[src/rtl/cpc_ram_pkg.sv]
// Shared types and Gate Array port-decode constants for the CPC RAM banking controller.
package cpc_ram_pkg;

    typedef logic [2:0] cfg_t;
    typedef logic [1:0] quadrant_t;

    localparam logic       GA_PORT_A15   = 1'b0;
    localparam logic       GA_PORT_A14   = 1'b1;
    localparam logic [1:0] RAMCFG_TAG    = 2'b11;
    localparam int         MAX_BANK_BITS = 6;

endpackage

[src/rtl/cpc_ram_map.sv]
// RAM-config lookup: maps the registered config and the live quadrant to an
// external-RAM select and the 16K page within the current 64K bank.
module cpc_ram_map (
    input  logic [2:0] i_cfg,
    input  logic [1:0] i_q,
    output logic       o_sel,
    output logic [1:0] o_page
);
    import cpc_ram_pkg::*;

    cfg_t      w_cfg;
    quadrant_t w_q;

    assign w_cfg = i_cfg;
    assign w_q   = i_q;

    always_comb begin
        o_sel  = 1'b0;
        o_page = 2'd0;
        case (w_cfg)
            3'd1, 3'd3: begin
                if (w_q == 2'd3) begin
                    o_sel  = 1'b1;
                    o_page = 2'd3;
                end
            end
            3'd2: begin
                o_sel  = 1'b1;
                o_page = w_q;
            end
            3'd4, 3'd5, 3'd6, 3'd7: begin
                // Configs 4..7 overlay a single page into the &4000 window.
                if (w_q == 2'd1) begin
                    o_sel  = 1'b1;
                    o_page = w_cfg[1:0];
                end
            end
            default: begin
                o_sel  = 1'b0;
                o_page = 2'd0;
            end
        endcase
    end

endmodule

[src/rtl/cpc_ram_bank_ctrl.sv]
// CPC RAM banking controller: Gate Array RAM-config decode, SRAM strobes and HIADR.
// Optional wait-state insertion is enabled with macro CPC_RAM_WAIT_STATE_EN.
module cpc_ram_bank_ctrl #(
    parameter int         BANK_BITS   = 3,
    parameter logic [2:0] RESET_CFG   = 3'd0,
    parameter int         WAIT_CYCLES = 1
) (
    input  logic                 CLK,
    input  logic                 RESET,
    input  logic [15:0]          A,
    input  logic [7:0]           D,
    input  logic                 MREQ_B,
    input  logic                 IOREQ_B,
    input  logic                 RD_B,
    input  logic                 WR_B,
    input  logic                 RFSH_B,
    output logic                 RAMDIS,
    output logic                 RAMCS_B,
    output logic                 RAMOE_B,
    output logic                 RAMWE_B,
    output logic [BANK_BITS+1:0] HIADR,
    output logic                 READY
);
    import cpc_ram_pkg::*;

    logic                 w_iowr;
    logic                 w_commit;
    logic                 r_iowr_q;
    cfg_t                 r_cfg;
    logic [BANK_BITS-1:0] r_bank;
    logic [BANK_BITS-1:0] w_bank_new;
    logic                 w_sel;
    logic [1:0]           w_page;
    logic                 w_xsel;
    logic [BANK_BITS+1:0] r_hiadr;
    logic                 w_unused;

    assign w_iowr = ~IOREQ_B & ~WR_B & (A[15] == GA_PORT_A15) & (A[14] == GA_PORT_A14)
                  & (D[7:6] == RAMCFG_TAG);
    // One commit per IO cycle, however long the Z80 holds the strobes.
    assign w_commit = w_iowr & ~r_iowr_q;

    generate
        if (BANK_BITS > 3) begin : g_ext_bank
            assign w_bank_new = {~A[BANK_BITS+4:8], D[5:3]};
        end else begin : g_base_bank
            assign w_bank_new = D[5:3];
        end
    endgenerate

    assign w_unused = &{1'b0, A[13:0]};

    cpc_ram_map u_map (
        .i_cfg  (r_cfg),
        .i_q    (A[15:14]),
        .o_sel  (w_sel),
        .o_page (w_page)
    );

    // Reset gates the select so outputs sit at their idle values throughout reset.
    assign w_xsel = w_sel & ~MREQ_B & RFSH_B & ~RESET;

    always_ff @(posedge CLK) begin
        if (RESET) begin
            r_iowr_q <= 1'b0;
            r_cfg    <= RESET_CFG;
            r_bank   <= '0;
            r_hiadr  <= '0;
        end else begin
            r_iowr_q <= w_iowr;
            if (w_commit) begin
                r_cfg  <= D[2:0];
                r_bank <= w_bank_new;
            end
            if (w_xsel) begin
                r_hiadr <= {r_bank, w_page};
            end
        end
    end

    assign RAMDIS  = w_xsel;
    assign RAMCS_B = ~w_xsel;
    assign RAMOE_B = ~(w_xsel & ~RD_B);
    assign RAMWE_B = ~(w_xsel & ~WR_B);
    assign HIADR   = RESET ? '0 : (w_xsel ? {r_bank, w_page} : r_hiadr);

`ifdef CPC_RAM_WAIT_STATE_EN
    logic [1:0] r_wait_cnt;

    // Down-counter rearmed whenever the select drops; READY is low until it hits zero.
    always_ff @(posedge CLK) begin
        if (RESET || !w_xsel) begin
            r_wait_cnt <= 2'(WAIT_CYCLES);
        end else if (r_wait_cnt != 2'd0) begin
            r_wait_cnt <= r_wait_cnt - 2'd1;
        end
    end

    assign READY = ~(w_xsel & (r_wait_cnt != 2'd0));
`else
    assign READY = 1'b1;
`endif

endmodule

[config.mk]
export PLATFORM = sky130hd
export DESIGN_NAME = cpc_ram_bank_ctrl
export DESIGN_NICKNAME = d
export VERILOG_FILES = /design/src/rtl/cpc_ram_pkg.sv /design/src/rtl/cpc_ram_map.sv /design/src/rtl/cpc_ram_bank_ctrl.sv
export SDC_FILE = /design/constraint.sdc
export NUM_CORES = 1
export LEC_CHECK = 0
export BUFFER_PORTS_ARGS = -buffer_cell sky130_fd_sc_hd__buf_2
export CORE_MARGIN = 8
export CORE_UTILIZATION = 40
export DETAILED_ROUTE_END_ITERATION = 6
export GPL_TIMING_DRIVEN = 1
export PLACE_DENSITY = 0.87
export SLEW_MARGIN = 20
export SYNTH_ARGS = -nofsm -noshare
export SYNTH_HDL_FRONTEND = slang
export SYNTH_SLANG_ARGS = --single-unit
[constraint.sdc]
create_clock -name CLK -period 1.5 [get_ports CLK]
set_input_delay 0.075 -clock CLK [delete_from_list [all_inputs] [get_ports CLK]]
set_output_delay 0.075 -clock CLK [all_outputs]
set_load 0.02 [all_outputs]
==> out/results.ini <==
[run_status]
outcome=finished with violations
violations=negative setup slack

[sta]
max_freq_mhz=569
period_needed_ns=1.76
finalCritPeriodShare=1.17
setup_slack_ns=-0.258
fin_worst_skew_ns=0.0107
rsz0062_at_grt=true
hold_viol_final=0
setup_viol=9
drv_slew=0

[synthesis]
synth_fp_nets=98
avgSynthCellArea_um2=9.43
synthCells=67
yosys.area_share.adder=0
synth_area_leaders=dfxtp_1, mux2i_1, a21oi_1
synth.most_common_cell=dfxtp_1
synth_edf_count=0
synth_compound_area_frac=0.188
synth_xor_area_frac=0.0139
syn_area_um2=632
synth-async-reset-ratio=0
yosysTopAreaCell=dfxtp_1
yosys-top-cells-count=dfxtp_1, nor2_1, a21oi_1
synth_warnings=0
synth.distinct_cells=28
synthFlopType=dfxtp_1
synth-seq-cells=12
yosys.area.top_type_share=0.380
muxShareOfSynthArea=0.0950
yosys.area_share.simple=0.261
synth_top_family_by_area=simple AND/OR/NAND/NOR gates
ys_seq_area_frac=0.380

[grt]
antenna_found_initial=0
grt_overflow_total=0
gr-usage-all-layers=0.105
first_global_vias=590
grt_pass1_wl_mm=2.60
grt_max_degree=13

[critical_path]
crit_path_start_kind=register
arrival_ns=1.68
crit_buf_inv=1
path_class=register to output pin
slowest_stage=a221oi_4
path_max_fanout=7
cp_slowest_stage_delay_ns=0.44
crit_chain=o21ai_4 -> a221oi_4 -> nand4b_1 -> a21oi_2 -> buf_6
required_ns=1.42
critPathTopFamily=compound AO/OA/AOI/OAI gates
worst_setup_path_end_kind=output pin

[cells_and_area]
fin_util=0.639
syn_to_final_growth_pct=50.7
drive_above_1_share=0.556
diodes=0
instances_no_fill=115
nets=131

[floorplan]
core-area_mm2=0.00149
die_h_um=55.7
die_area_mm2=0.00311
fp-row-count=14
chipWidth_um=55.7
initial_core_util=0.424
ios=41

[clock_network]
cts_root_buffer=clkbuf_4
htree_levels=1
cts_tree=yes
path_clk_slew_ns=0.08
cts_buffers=3
clock_sinks=12
clkLatencyLatePin_ns=0.29
cts_buffer_depth=2

[place]
place_congestion=0.803
dpl.hpwl_mm=1.16
post-place-cells=108
pre_cts_ws_ns=-0.00564
numPortBuffers=25

[route]
wirelength_mm=1.59
viasPerCell=5.29
drt-initial-drc-count=7
drc=0
first_pass_iters=4
vias=608
ant_nets=0
detail_route.wl_per_cell_um=13.8

[power]
power.density_mw_per_mm2=689
leakage_nw=0.393
peakVddDrop_uv=753

[min_path]
hp-class=input pin to register

[job]
cap_violations=0

## area by class of cell
| cell class | count | area, um^2 |
|---|---|---|
| Fill cell | 125 | 537 |
| Tap cell | 16 | 20.0 |
| Multi-Input combinational cell | 48 | 413 |
| Sequential cell | 12 | 245 |
| Clock buffer | 4 | 36.3 |
| Timing Repair Buffer | 33 | 230 |
| Inverter | 2 | 7.51 |
## metal layers
layer	vias up	track usage	wire length (um)
met4	0	0.0739	52
met5	-	0	0
met1	274	0.105	630
met3	7	0.0662	133
li1	305	-	-
met2	22	0.154	769
## worst reg2reg max path, stage by stage, from the launching register on
cell and delay, ns:
dfxtp_4 0.38, o21ai_4 0.07, a221oi_4 0.44, nand4b_1 0.18, a21oi_2 0.20
## registers in the layout, indices dropped and copies added (netlist names)
signal / flops
r_iowr_q: 1
r_cfg: 3
r_hiadr: 5
r_bank: 3
## final timing paths
check | cells after the start | endpoint | slack, ns | from
min reg2reg | 2 | r_hiadr[2] | 0.49 | r_bank[0]
max reg2reg | 4 | r_hiadr[0] | 0.17 | r_cfg[2]
min | 2 | r_iowr_q | 0.006 | WR_B
max | 5 | HIADR[0] | -0.26 | r_cfg[2]
## kinds of logic after synthesis
group	after synthesis
xor+xnor	1
flops	12
compound gates	16
mux	6
other cells	1
simple gates	24
buf+inv	7
## stage by stage
step           instance area, um^2  setup TNS (ns)  power (mW)  hold slack [ns]
2_1_floorplan                  657         -0.0790       0.361            0.151
3_3_place_gp                   812               0       0.394            0.292
3_5_place_dp                   812        -0.00857       0.396            0.294
4_1_cts                        888           -1.72       0.662          0.00309
5_1_grt                        952           -2.60       0.694          0.00604
6_report                       952           -1.83       0.656          0.00643
## where the power goes
part	total [mW]	switching [mW]	leakage, nW	internal [mW]
sequential	0.320	0.00163	0.0980	0.318
combinational	0.0743	0.0407	0.274	0.0336
clock	0.262	0.114	0.0210	0.148
## cell usage in the layout (no fill, tap or decap), types with 2 or more instances in the layout
| cell type | count |
|---|---|
| dfxtp_1 | 10 |
| nand3_1 | 2 |
| a21oi_2 | 5 |
| mux2i_1 | 6 |
| clkbuf_4 | 3 |
| buf_2 | 17 |
| buf_4 | 9 |
| buf_6 | 6 |
| o21ai_1 | 3 |
| nor2_1 | 8 |
| a21oi_1 | 2 |
## timing repair
action	4_1_cts	5_1_grt
buffers inserted	1	1
gates resized for setup	12	15
hold buffers	1	0
setup endpoints to repair	9	9
hold endpoints to repair	1	0
pin swaps	6	4
No activity file was read; power rests on OpenSTA's default activity.
